--- config.mk ---
export PLATFORM = sky130hd
export DESIGN_NAME = frac_clock_divider
export DESIGN_NICKNAME = d
export VERILOG_FILES = /design/src/rtl/frac_clock_divider.sv
export SDC_FILE = /design/constraint.sdc
export NUM_CORES = 1
export LEC_CHECK = 0
export ABC_AREA = 0
export CORE_ASPECT_RATIO = 2
export CORE_MARGIN = 2
export CORE_UTILIZATION = 51
export DETAILED_ROUTE_END_ITERATION = 8
export PLACE_DENSITY = 0.78
export RECOVER_POWER = 100
export SYNTH_ARGS = -nofsm -noshare
export SYNTH_HDL_FRONTEND = slang
export SYNTH_SLANG_ARGS = --single-unit
--- constraint.sdc ---
create_clock -name clock -period 4.65 [get_ports clock]
set_input_delay 0.465 -clock clock [delete_from_list [all_inputs] [get_ports clock]]
set_output_delay 0.465 -clock clock [all_outputs]
set_load 0.01 [all_outputs]
--- src/rtl/frac_clock_divider.sv ---
// Fractional clock-enable divider: emits a one-cycle tick every div_int.div_frac enabled cycles.
// Optional fractional accumulator compiled in only when CLKDIV_FRAC_EN is defined.
module frac_clock_divider #(
  parameter int INT_W  = 16,
  parameter int FRAC_W = 8
) (
  input  logic              clock,
  input  logic              reset,
  input  logic              enable,
  input  logic              restart,
  input  logic [INT_W-1:0]  div_int,
  input  logic [FRAC_W-1:0] div_frac,
  output logic              tick
);

  localparam logic [INT_W-1:0] CNT_ONE = {{(INT_W-1){1'b0}}, 1'b1};
  localparam logic [INT_W:0]   LIM_ONE = {{INT_W{1'b0}}, 1'b1};

  logic [INT_W-1:0] cnt_q, cnt_d;
  logic             tick_q, tick_d;
  logic             extra;
  logic [INT_W:0]   d_eff;
  logic [INT_W:0]   limit;
  logic             period_end;

  // Zero divisor selects the full 2^INT_W range; one extra bit keeps the limit from overflowing.
  assign d_eff      = (div_int == '0) ? {1'b1, {INT_W{1'b0}}} : {1'b0, div_int};
  assign limit      = d_eff - LIM_ONE + {{INT_W{1'b0}}, extra};
  assign period_end = ({1'b0, cnt_q} >= limit);

  always_comb begin
    cnt_d  = cnt_q;
    tick_d = 1'b0;
    if (restart) begin
      cnt_d = '0;
    end else if (enable) begin
      if (period_end) begin
        tick_d = 1'b1;
        cnt_d  = '0;
      end else begin
        cnt_d = cnt_q + CNT_ONE;
      end
    end
  end

  always_ff @(posedge clock) begin
    if (reset) begin
      cnt_q  <= '0;
      tick_q <= 1'b0;
    end else begin
      cnt_q  <= cnt_d;
      tick_q <= tick_d;
    end
  end

  assign tick = tick_q;

`ifdef CLKDIV_FRAC_EN
  logic [FRAC_W-1:0] acc_q, acc_d;
  logic              extra_q, extra_d;
  logic [FRAC_W:0]   acc_sum;

  // Carry out of the fraction lengthens the following period by one cycle.
  assign acc_sum = {1'b0, acc_q} + {1'b0, div_frac};

  always_comb begin
    acc_d   = acc_q;
    extra_d = extra_q;
    if (restart) begin
      acc_d   = '0;
      extra_d = 1'b0;
    end else if (enable && period_end) begin
      acc_d   = acc_sum[FRAC_W-1:0];
      extra_d = acc_sum[FRAC_W];
    end
  end

  always_ff @(posedge clock) begin
    if (reset) begin
      acc_q   <= '0;
      extra_q <= 1'b0;
    end else begin
      acc_q   <= acc_d;
      extra_q <= extra_d;
    end
  end

  assign extra = extra_q;
`else
  logic unused_div_frac;
  assign unused_div_frac = ^div_frac;
  assign extra           = 1'b0;
`endif

endmodule

==> results of run 1 <==
cell families (layout without fill, tap and decap cells):
family,Yosys count,in the layout,synth area share [%]
AO/OA/AOI/OAI,20,20,9.92
buffers and inverters,10,32,2.85
XOR/XNOR,26,26,16.7
adder cells (fa/ha/maj),18,18,16.5
flip-flops,17,17,25.0
AND/OR/NAND/NOR,73,73,29.0
critical path, cell delays in order:
cell           delay (ns)
dlygate4sd3_1        0.59
or4_1                0.65
or3_1                0.36
or3_1                0.34
a21oi_1              0.14
o22ai_1              0.10
ha_1                 0.32
nand3_1              0.16
nor4_1               0.41
nand2_1              0.09
o221ai_1             0.16
buf_4                0.23
nor2_1               0.07
through the flow:
step / hold WS [ns] / utilization, % / cell area [µm²] / power (mW)
2_1_floorplan: 0.485 / - / 1360 / 0.174
3_3_place_gp: 0.508 / 62.8 / 1590 / 0.199
3_5_place_dp: 0.534 / 62.8 / 1590 / 0.202
4_1_cts: 0.550 / 64.5 / 1640 / 0.311
5_1_grt: 0.600 / 64.5 / 1640 / 0.321
6_report: 0.537 / 64.5 / 1640 / 0.309
per-layer routing:
metal | wire length, µm | part of all wire [%] | global-route usage [%] | up-vias
met1 | 1090 | 36 | 22.4 | 578
li1 | - | - | - | 636
met2 | 1740 | 58 | 39.0 | 24
met3 | 64 | 2.1 | 2.60 | 9
met5 | 0 | 0 | 0 | -
met4 | 109 | 3.6 | 11.7 | 0
how the worst max path moves through the flow:
stage | from | endpoint | slack (ns)
5_1_grt | div_int[8] | cnt_q[9] | 0.45
3_5_place_dp | div_int[8] | cnt_q[5] | 0.57
4_1_cts | div_int[8] | cnt_q[5] | 0.82
6_report | div_int[8] | cnt_q[12] | 0.72
2_1_floorplan | div_int[8] | cnt_q[10] | 1.08
3_3_place_gp | div_int[8] | cnt_q[2] | 0.67
power by group through the flow:
stage / Combinational (mW) / Sequential (mW) / Clock [mW]
floorplan: 0.0241 / 0.150 / 0
global placement: 0.0493 / 0.150 / 0
detailed placement: 0.0515 / 0.150 / 0
CTS: 0.0516 / 0.147 / 0.113
global route: 0.0566 / 0.147 / 0.117
finish: 0.0511 / 0.147 / 0.111
registers in the layout (all words and copies together), names as in the netlist:
signal / count
cnt_q: 16
tick: 1
layout make-up:
class | count | area, µm² | share of cell area [%]
multi-input cells | 137 | 983 | 60.0
clock buffers | 4 | 45.0 | 2.75
repair buffers | 21 | 208 | 12.7
well taps | 28 | 35.0 | 2.14
flip-flops and latches | 17 | 340 | 20.8
inverters | 7 | 26.3 | 1.60
cell usage in the layout (no fill, tap or decap), drive strengths merged:
cell,Yosys,final
o21a,2,2
nand2b,3,3
or4,3,3
nor4,5,5
a211oi,1,1
dlygate4sd3,0,2
and4,2,2
nand4,6,6
a32o,1,1
a22o,1,1
inv,7,7
a21o,1,1
nor3,6,6
o211ai,1,1
o221ai,1,1
o21ai,1,1
clkdlybuf4s50,0,18
o21ba,1,1
nor2,24,24
nand3,5,5
nand2,12,12
ha,18,18
a21oi,8,8
o22ai,1,1
xnor2,12,12
and3,3,3
or3,2,2
nor4b,1,1
xor2,14,14
o31a,1,1
clkbuf,2,4
dfxtp,17,17
or3b,1,1
buf,1,1
==> results_dict.tcl, run 1 <==
set metrics [dict create \
    cts.repair.resized 0 \
    p_comb_share_pct 16.5 \
    min_path_cells 2 \
    min_path_type "reg -> reg" \
    die_h_um 77.1 \
    maxSlewViolCount 0 \
    first_global_vias 1248 \
    start_kind "input pin" \
    drtIter0Drc 14 \
    fmax_mhz 254 \
    root_buffer "clkbuf_8" \
    instances_no_fill 214 \
    hold_violations 0 \
    gp_congestion 0.802 \
    synth.most_common_cell "nor2_1" \
    synthTopCellsByCount "23 x nor2_1, 18 x ha_1, 17 x dfxtp_1, 14 x xor2_1" \
    fillers 216 \
    synth_ff_type "dfxtp_1" \
    r2r-end "cnt_q[12]" \
    hold_path_end "cnt_q[15]" \
    switching_share_pct 24.1 \
    die_w_um 40.6 \
    intPower_uw 234 \
    ys_ff_latch 17 \
    clock_latency_ns 0.25 \
    nets 233 \
    ys_warn_count 0 \
    rsz0062_at_grt "no" \
    syn_area_mm2 0.00136 \
    reg2reg_from "cnt_q[6]" \
    postCtsSetupBuffers 0 \
    yosysTopAreaCell "dfxtp_1" \
    end_kind "flip-flop" \
    yosys-top-cells-area "dfxtp_1 25%, ha_1 17%, xor2_1 9.0%, xnor2_1 7.7%, nor2_1 6.3%" \
    critPathMaxFanout 14 \
    arrival_ns 4.08 \
    dp_slack_ns 0.569 \
    grt_max_degree 15 \
    p_leak_nw 0.620 \
    ys_seq_area_share_pct 25.0 \
    synth_cell_types 35 \
    max_slew_margin_pct 52.0 \
    dieArea_mm2 0.00313 \
    cts_buffers 3 \
    fin_crit_sh_pct 84.6 \
    worstSetupPathType "in -> reg" \
    irDropWorstVdd_v 0.000186 \
    layout-drive-gt1-share_pct 5.38 \
    wl_per_cell_um 14.0 \
    drtPass1Iterations 4 \
    seqPwrFrac_pct 47.5 \
    grt_pass1_wl_um 5050 \
    clkPwrFrac_pct 36.0 \
    max_cap_violations 0 \
    rr_worst_depth 7 \
    area_growth_pct 20.2 \
    r2r_slack_ns 2.75 \
    tightest_slew_ns 0.714 \
    status "complete, no violations" \
    synthCells 164 \
    fp.coreArea_mm2 0.00254 \
    track_usage_pct 22.1 \
    antenna_left 0 \
    dp_hpwl_um 2560 \
    cp_data_required_time_ns 4.80 \
    synth_nets 210 \
    start_util_pct 53.7 \
    rows 26 \
    p_per_area_mw_per_mm2 189 \
    cts_hold_buf 0 \
    setup_viol 0 \
    drc 0 \
    ys_async_sr_fraction_pct 0 \
    vias 1247 \
    hold_start "cnt_q[15]" \
    antenna_found_initial 0 \
    io_buffers 20 \
    synth_top_area_share_pct 25.0 \
    grt_overflow 0 \
    cts_tree "yes" \
    p_sw_uw 74.5 \
    clk_pin_slew_worst_paths_ns 0.06 \
    avgSynthCellArea_um2 8.31 \
    finClkSkew_ns 0.00120 \
    wirelength_um 3010 \
    htreeDepth 1 \
    dp_cells 210 \
    timing.final.ws_setup_ns 0.715 \
    antenna_cells 0 \
    ios 29 \
    vias_per_cell 5.83 \
    finalCriticalPeriod_ns 3.93 \
    tns_ns 0 \
    clockBufferDepth 2 \
    synth-edff-count 0 \
    clkSinkCount 17 \
]
(Power assumes the default switching activity.)
==> run 2: changes to the inputs <==
==> constraint.sdc (replaced) <==
create_clock -name clock -period 3.81 [get_ports clock]
set_input_delay 0.381 -clock clock [delete_from_list [all_inputs] [get_ports clock]]
set_output_delay 0.381 -clock clock [all_outputs]
set_load 0.01 [all_outputs]
==> results_dict.tcl, run 2 (synthesized netlist as in run 1, its figures left out) <==
set metrics [dict create \
    grt_overflow 0 \
    p_leak_nw 0.668 \
    root_buffer "clkbuf_8" \
    cp_data_required_time_ns 3.96 \
    p_per_area_mw_per_mm2 227 \
    wl_per_cell_um 14.2 \
    cts.repair.resized 0 \
    start_util_pct 53.7 \
    dieArea_mm2 0.00313 \
    io_buffers 20 \
    maxSlewViolCount 0 \
    r2r_slack_ns 1.94 \
    clkSinkCount 17 \
    grt_max_degree 15 \
    rows 26 \
    setup_viol 0 \
    rsz0062_at_grt "no" \
    area_growth_pct 25.6 \
    finClkSkew_ns 0.00197 \
    fmax_mhz 279 \
    status "complete, no violations" \
    antenna_left 0 \
    vias_per_cell 5.74 \
    clk_pin_slew_worst_paths_ns 0.07 \
    largest_reg_flops 16 \
    worstSetupPathType "in -> reg" \
    wirelength_um 3190 \
    die_h_um 77.1 \
    rr_worst_depth 7 \
    holdWs_ns 0.542 \
    critPathMaxFanout 14 \
    design_area_mm2 0.00171 \
    top_register "cnt_q" \
    instances_no_fill 224 \
    cts_tree "yes" \
    arrival_ns 3.73 \
    finalCriticalPeriod_ns 3.58 \
    drtIter0Drc 26 \
    die_w_um 40.6 \
    end_kind "flip-flop" \
    path_delay_family "simple AND/OR/NAND/NOR gates" \
    drc 0 \
    max_cap_violations 0 \
    nets 243 \
    first_global_vias 1331 \
    fin_crit_sh_pct 93.9 \
    final_cell_mix "24 x nor2_1, 19 x clkdlybuf4s50_1, 18 x ha_1" \
    cts_hold_buf 0 \
    ios 29 \
    clock_latency_ns 0.26 \
    layout-drive-gt1-share_pct 10.2 \
    dp_cells 220 \
    antenna_found_initial 0 \
    cp_cell_sequence "clkdlybuf4s50_1 > inv_1 > ha_1 > or3b_2 > nor4_4 > nor2_1 > nor4b_2 > xnor2_1 > ha_1 > nand4_1 > nor4_1 > nand2_1 > o221ai_1 > buf_4 > nor2_1" \
    cts_buffers 3 \
    drtPass1Iterations 4 \
    slowest_delay_ns 0.49 \
    hold_violations 0 \
    min_path_type "reg -> reg" \
    layout_commonest_cell "nor2_1" \
    irDropWorstVdd_v 0.000193 \
    dpl_cell_area_mm2 0.00167 \
    vias 1286 \
    track_usage_pct 23.7 \
    postCtsSetupBuffers 0 \
    clockBufferDepth 2 \
    antenna_cells 0 \
    htreeDepth 1 \
    fp.coreArea_mm2 0.00254 \
    tns_ns 0 \
    start_kind "input pin" \
    tightest_slew_ns 0.578 \
    gp_congestion 0.807 \
    crit_slowest_cell "or3b_2" \
    path_buf_inv 3 \
    dp_hpwl_um 2690 \
    path_depth 15 \
    min_path_cells 2 \
    power_uw 388 \
    max_slew_margin_pct 61.2 \
    grt_pass1_wl_um 5330 \
]
## run 2: changes by cell type in the layout (fill, tap and decap cells not counted), sizes merged
cell	before	now
buf	1	11
clkbuf	4	3
clkdlybuf4s50	18	19
clkinv	0	1
dlygate4sd3	2	1
## run 2: where the power goes
group          switching (mW)  total (mW)  internal (mW)
Clock                  0.0664       0.139         0.0728
Sequential           0.000659       0.179          0.178
Combinational          0.0311      0.0697         0.0386
Total                  0.0982       0.388          0.290
## run 2: through the flow
| step | utilization [%] | worst slack, ns |
|---|---|---|
| 4_1_cts | 67.6 | 0.228 |
| 5_1_grt | 67.5 | 0.0657 |
| 3_3_place_gp | 65.7 | 0.0782 |
| 6_report | 67.5 | 0.231 |
| 2_1_floorplan | - | 0.328 |
| 3_5_place_dp | 65.7 | -0.0271 |
## run 2: path summary, 6_finish.rpt
path	startpoint	end
setup / recovery	div_int[1]	cnt_q[12]
hold / removal	cnt_q[15]	cnt_q[15]
setup reg to reg	cnt_q[15]	cnt_q[12]
hold reg to reg	cnt_q[15]	cnt_q[15]
## run 2: area by class of cell
class | count | area (µm²)
timing repair buffer | 31 | 283
sequential | 17 | 340
multi-input combinational | 137 | 981
clock inverter | 1 | 5.00
inverter | 7 | 26.3
fill | 214 | 826
clock buffer | 3 | 41.3
tap | 28 | 35.0
## run 2: tightest hold or removal path: cells and delay by family (launching register included)
kind	cells	cell delay, ns
xor gates and xnor gates	1	0.07
and+or+nand+nor	1	0.08
DFF	1	0.35
## run 2: metal layers
metal / up-vias / track usage, % / wire (µm)
met5: - / 0 / 0
met4: 0 / 6.00 / 42
met3: 5 / 4.62 / 65
met2: 22 / 44.3 / 1970
met1: 606 / 23.6 / 1110
li1: 653 / - / -
==> run 3: changes to the inputs <==
--- a/config.mk
+++ b/config.mk
@@ -11,7 +11,7 @@
 export CORE_UTILIZATION = 51
 export DETAILED_ROUTE_END_ITERATION = 8
 export PLACE_DENSITY = 0.78
-export RECOVER_POWER = 100
+export RECOVER_POWER = 50
 export SYNTH_ARGS = -nofsm -noshare
 export SYNTH_HDL_FRONTEND = slang
 export SYNTH_SLANG_ARGS = --single-unit
==> constraint.sdc (replaced) <==
create_clock -name clock -period 3.3 [get_ports clock]
set_input_delay 0.33 -clock clock [delete_from_list [all_inputs] [get_ports clock]]
set_output_delay 0.33 -clock clock [all_outputs]
set_load 0.01 [all_outputs]
==> results_dict.tcl, run 3 (synthesized netlist as in run 1, its figures left out) <==
set metrics [dict create \
    maxSlewViolCount 0 \
    cp_data_required_time_ns 3.44 \
    tightest_slew_ns 0.589 \
    r2r_slack_ns 1.32 \
    clockBufferDepth 2 \
    grt_overflow 0 \
    arrival_ns 3.50 \
    finClkSkew_ns 0.00396 \
    grt_pass1_wl_um 6150 \
    ios 29 \
    final_cell_mix "29 x buf_4, 17 x ha_1, 17 x dfxtp_1" \
    largest_reg_flops 16 \
    cp_cell_sequence "buf_6 > or4_4 > or3_1 > or3_4 > a21oi_2 > o22ai_1 > ha_1 > nand3_2 > nor4_2 > nand2_1 > o221ai_4 > clkbuf_16 > nor2_1" \
    hold_violations 0 \
    setup_viol 14 \
    rsz0062_at_grt "yes" \
    layout-drive-gt1-share_pct 30.7 \
    clock_latency_ns 0.25 \
    slowest_delay_ns 0.53 \
    seqPwrFrac_pct 43.8 \
    drc 0 \
    tns_ns -0.601 \
    root_buffer "clkbuf_8" \
    layout_commonest_cell "buf_4" \
    p_comb_share_pct 22.9 \
    first_global_vias 1568 \
    drtPass1Iterations 4 \
    crit_slowest_cell "or4_4" \
    clkSinkCount 17 \
    switching_share_pct 26.1 \
    rows 26 \
    grt_max_degree 15 \
    gp_congestion 0.817 \
    start_kind "input pin" \
    cts_tree "yes" \
    violations "negative setup slack" \
    end_kind "flip-flop" \
    p_sw_uw 123 \
    p_per_area_mw_per_mm2 226 \
    track_usage_pct 27.6 \
    antenna_found_initial 0 \
    dieArea_mm2 0.00313 \
    intPower_uw 348 \
    worstSetupPathType "in -> reg" \
    fp.coreArea_mm2 0.00254 \
    io_buffers 20 \
    dp_hpwl_um 2860 \
    power_uw 471 \
    p_leak_nw 0.919 \
    drtIter0Drc 31 \
    start_util_pct 53.7 \
    fillers 156 \
    wl_per_cell_um 16.3 \
    top_register "cnt_q" \
    clk_pin_slew_worst_paths_ns 0.07 \
    cts_buffers 3 \
    die_h_um 77.1 \
    vias_per_cell 5.87 \
    nets 265 \
    irDropWorstVdd_v 0.000284 \
    max_cap_violations 0 \
    timing.final.ws_setup_ns -0.0560 \
    fmax_mhz 298 \
    wirelength_um 4020 \
    htreeDepth 1 \
    fin_crit_sh_pct 102 \
    die_w_um 40.6 \
    antenna_cells 0 \
    clkPwrFrac_pct 33.3 \
    critPathMaxFanout 7 \
    vias 1445 \
    min_path_type "reg -> reg" \
    area_growth_pct 52.8 \
    status "finished with violations" \
    antenna_left 0 \
    finalCriticalPeriod_ns 3.36 \
    max_slew_margin_pct 60.4 \
]
run 3: cell types whose count changed in the layout (fill, tap and decap cells not counted), moves of 3 or more:
cell	previous run	this run
buf_4	11	29
clkdlybuf4s50_1	19	4
dlymetal6s2s_1	0	10
nor2_1	24	14
nor2_4	0	9
buf_6	0	3
clkbuf_2	0	3
or4_1	3	0
or4_4	0	3
run 3: worst paths after layout:
| kind | start | to | depth (start not counted) |
|---|---|---|---|
| worst max-delay path | div_int[8] | cnt_q[12] | 13 |
| worst min-delay path | cnt_q[15] | cnt_q[15] | 2 |
| worst max register to register | cnt_q[14] | cnt_q[12] | 7 |
| worst min register to register | cnt_q[15] | cnt_q[15] | 2 |
run 3: power by group through the flow:
stage,Sequential [mW],Combinational [mW],Clock (mW)
floorplan,0.211,0.0347,0
global placement,0.211,0.0902,0
detailed placement,0.211,0.0947,0
CTS,0.207,0.0967,0.156
global route,0.207,0.117,0.169
finish,0.207,0.108,0.157
run 3: metal layers:
metal  track usage, %  vias to the layer above  part of all wire, %
li1                 -                      696                    -
met1             24.1                      708                   37
met2             50.6                       29                   59
met3             4.05                       12                  1.5
met4             16.7                        0                  2.7
met5                0                        -                    0
run 3: timing repair:
item / in CTS / in global routing
resized for setup: 16 / 44
endpoints found under the hold margin: 0 / 0
buffers inserted: 2 / 3
hold buffers: 0 / 0
setup endpoints to repair: 17 / 17
pin swaps: 10 / 22
cloned: 0 / 1
run 3: per-stage QoR:
step | setup slack, ns | instance area, µm² | cells | hold slack [ns] | utilization [%]
3_3_place_gp | -0.332 | 1810 | 236 | 0.509 | 71.2
3_5_place_dp | -0.435 | 1810 | 236 | 0.515 | 71.2
2_1_floorplan | 0.0278 | 1370 | 164 | 0.407 | -
4_1_cts | 0.000720 | 1910 | 242 | 0.532 | 75.4
5_1_grt | -0.198 | 2080 | 246 | 0.562 | 82.1
6_report | -0.0560 | 2080 | 246 | 0.531 | 82.1
run 3: worst max-delay path: cells and delay by family:
| family | cells | cell delay [ns] |
|---|---|---|
| AND/OR/NAND/NOR | 7 | 2.03 |
| AO/OA/AOI/OAI | 3 | 0.50 |
| adder cells (fa/ha/maj) | 1 | 0.35 |
| buffers and inverters | 2 | 0.29 |
run 3: cell type report:
cell class                      count  area (µm²)  area share (%)
Multi-Input combinational cell    137        1140            54.6
Timing Repair Buffer               53         497            23.9
Sequential cell                    17         340            16.3
Clock inverter                      1        5.00           0.240
Clock buffer                        3        41.3            1.98
Tap cell                           28        35.0            1.68
Inverter                            7        26.3            1.26
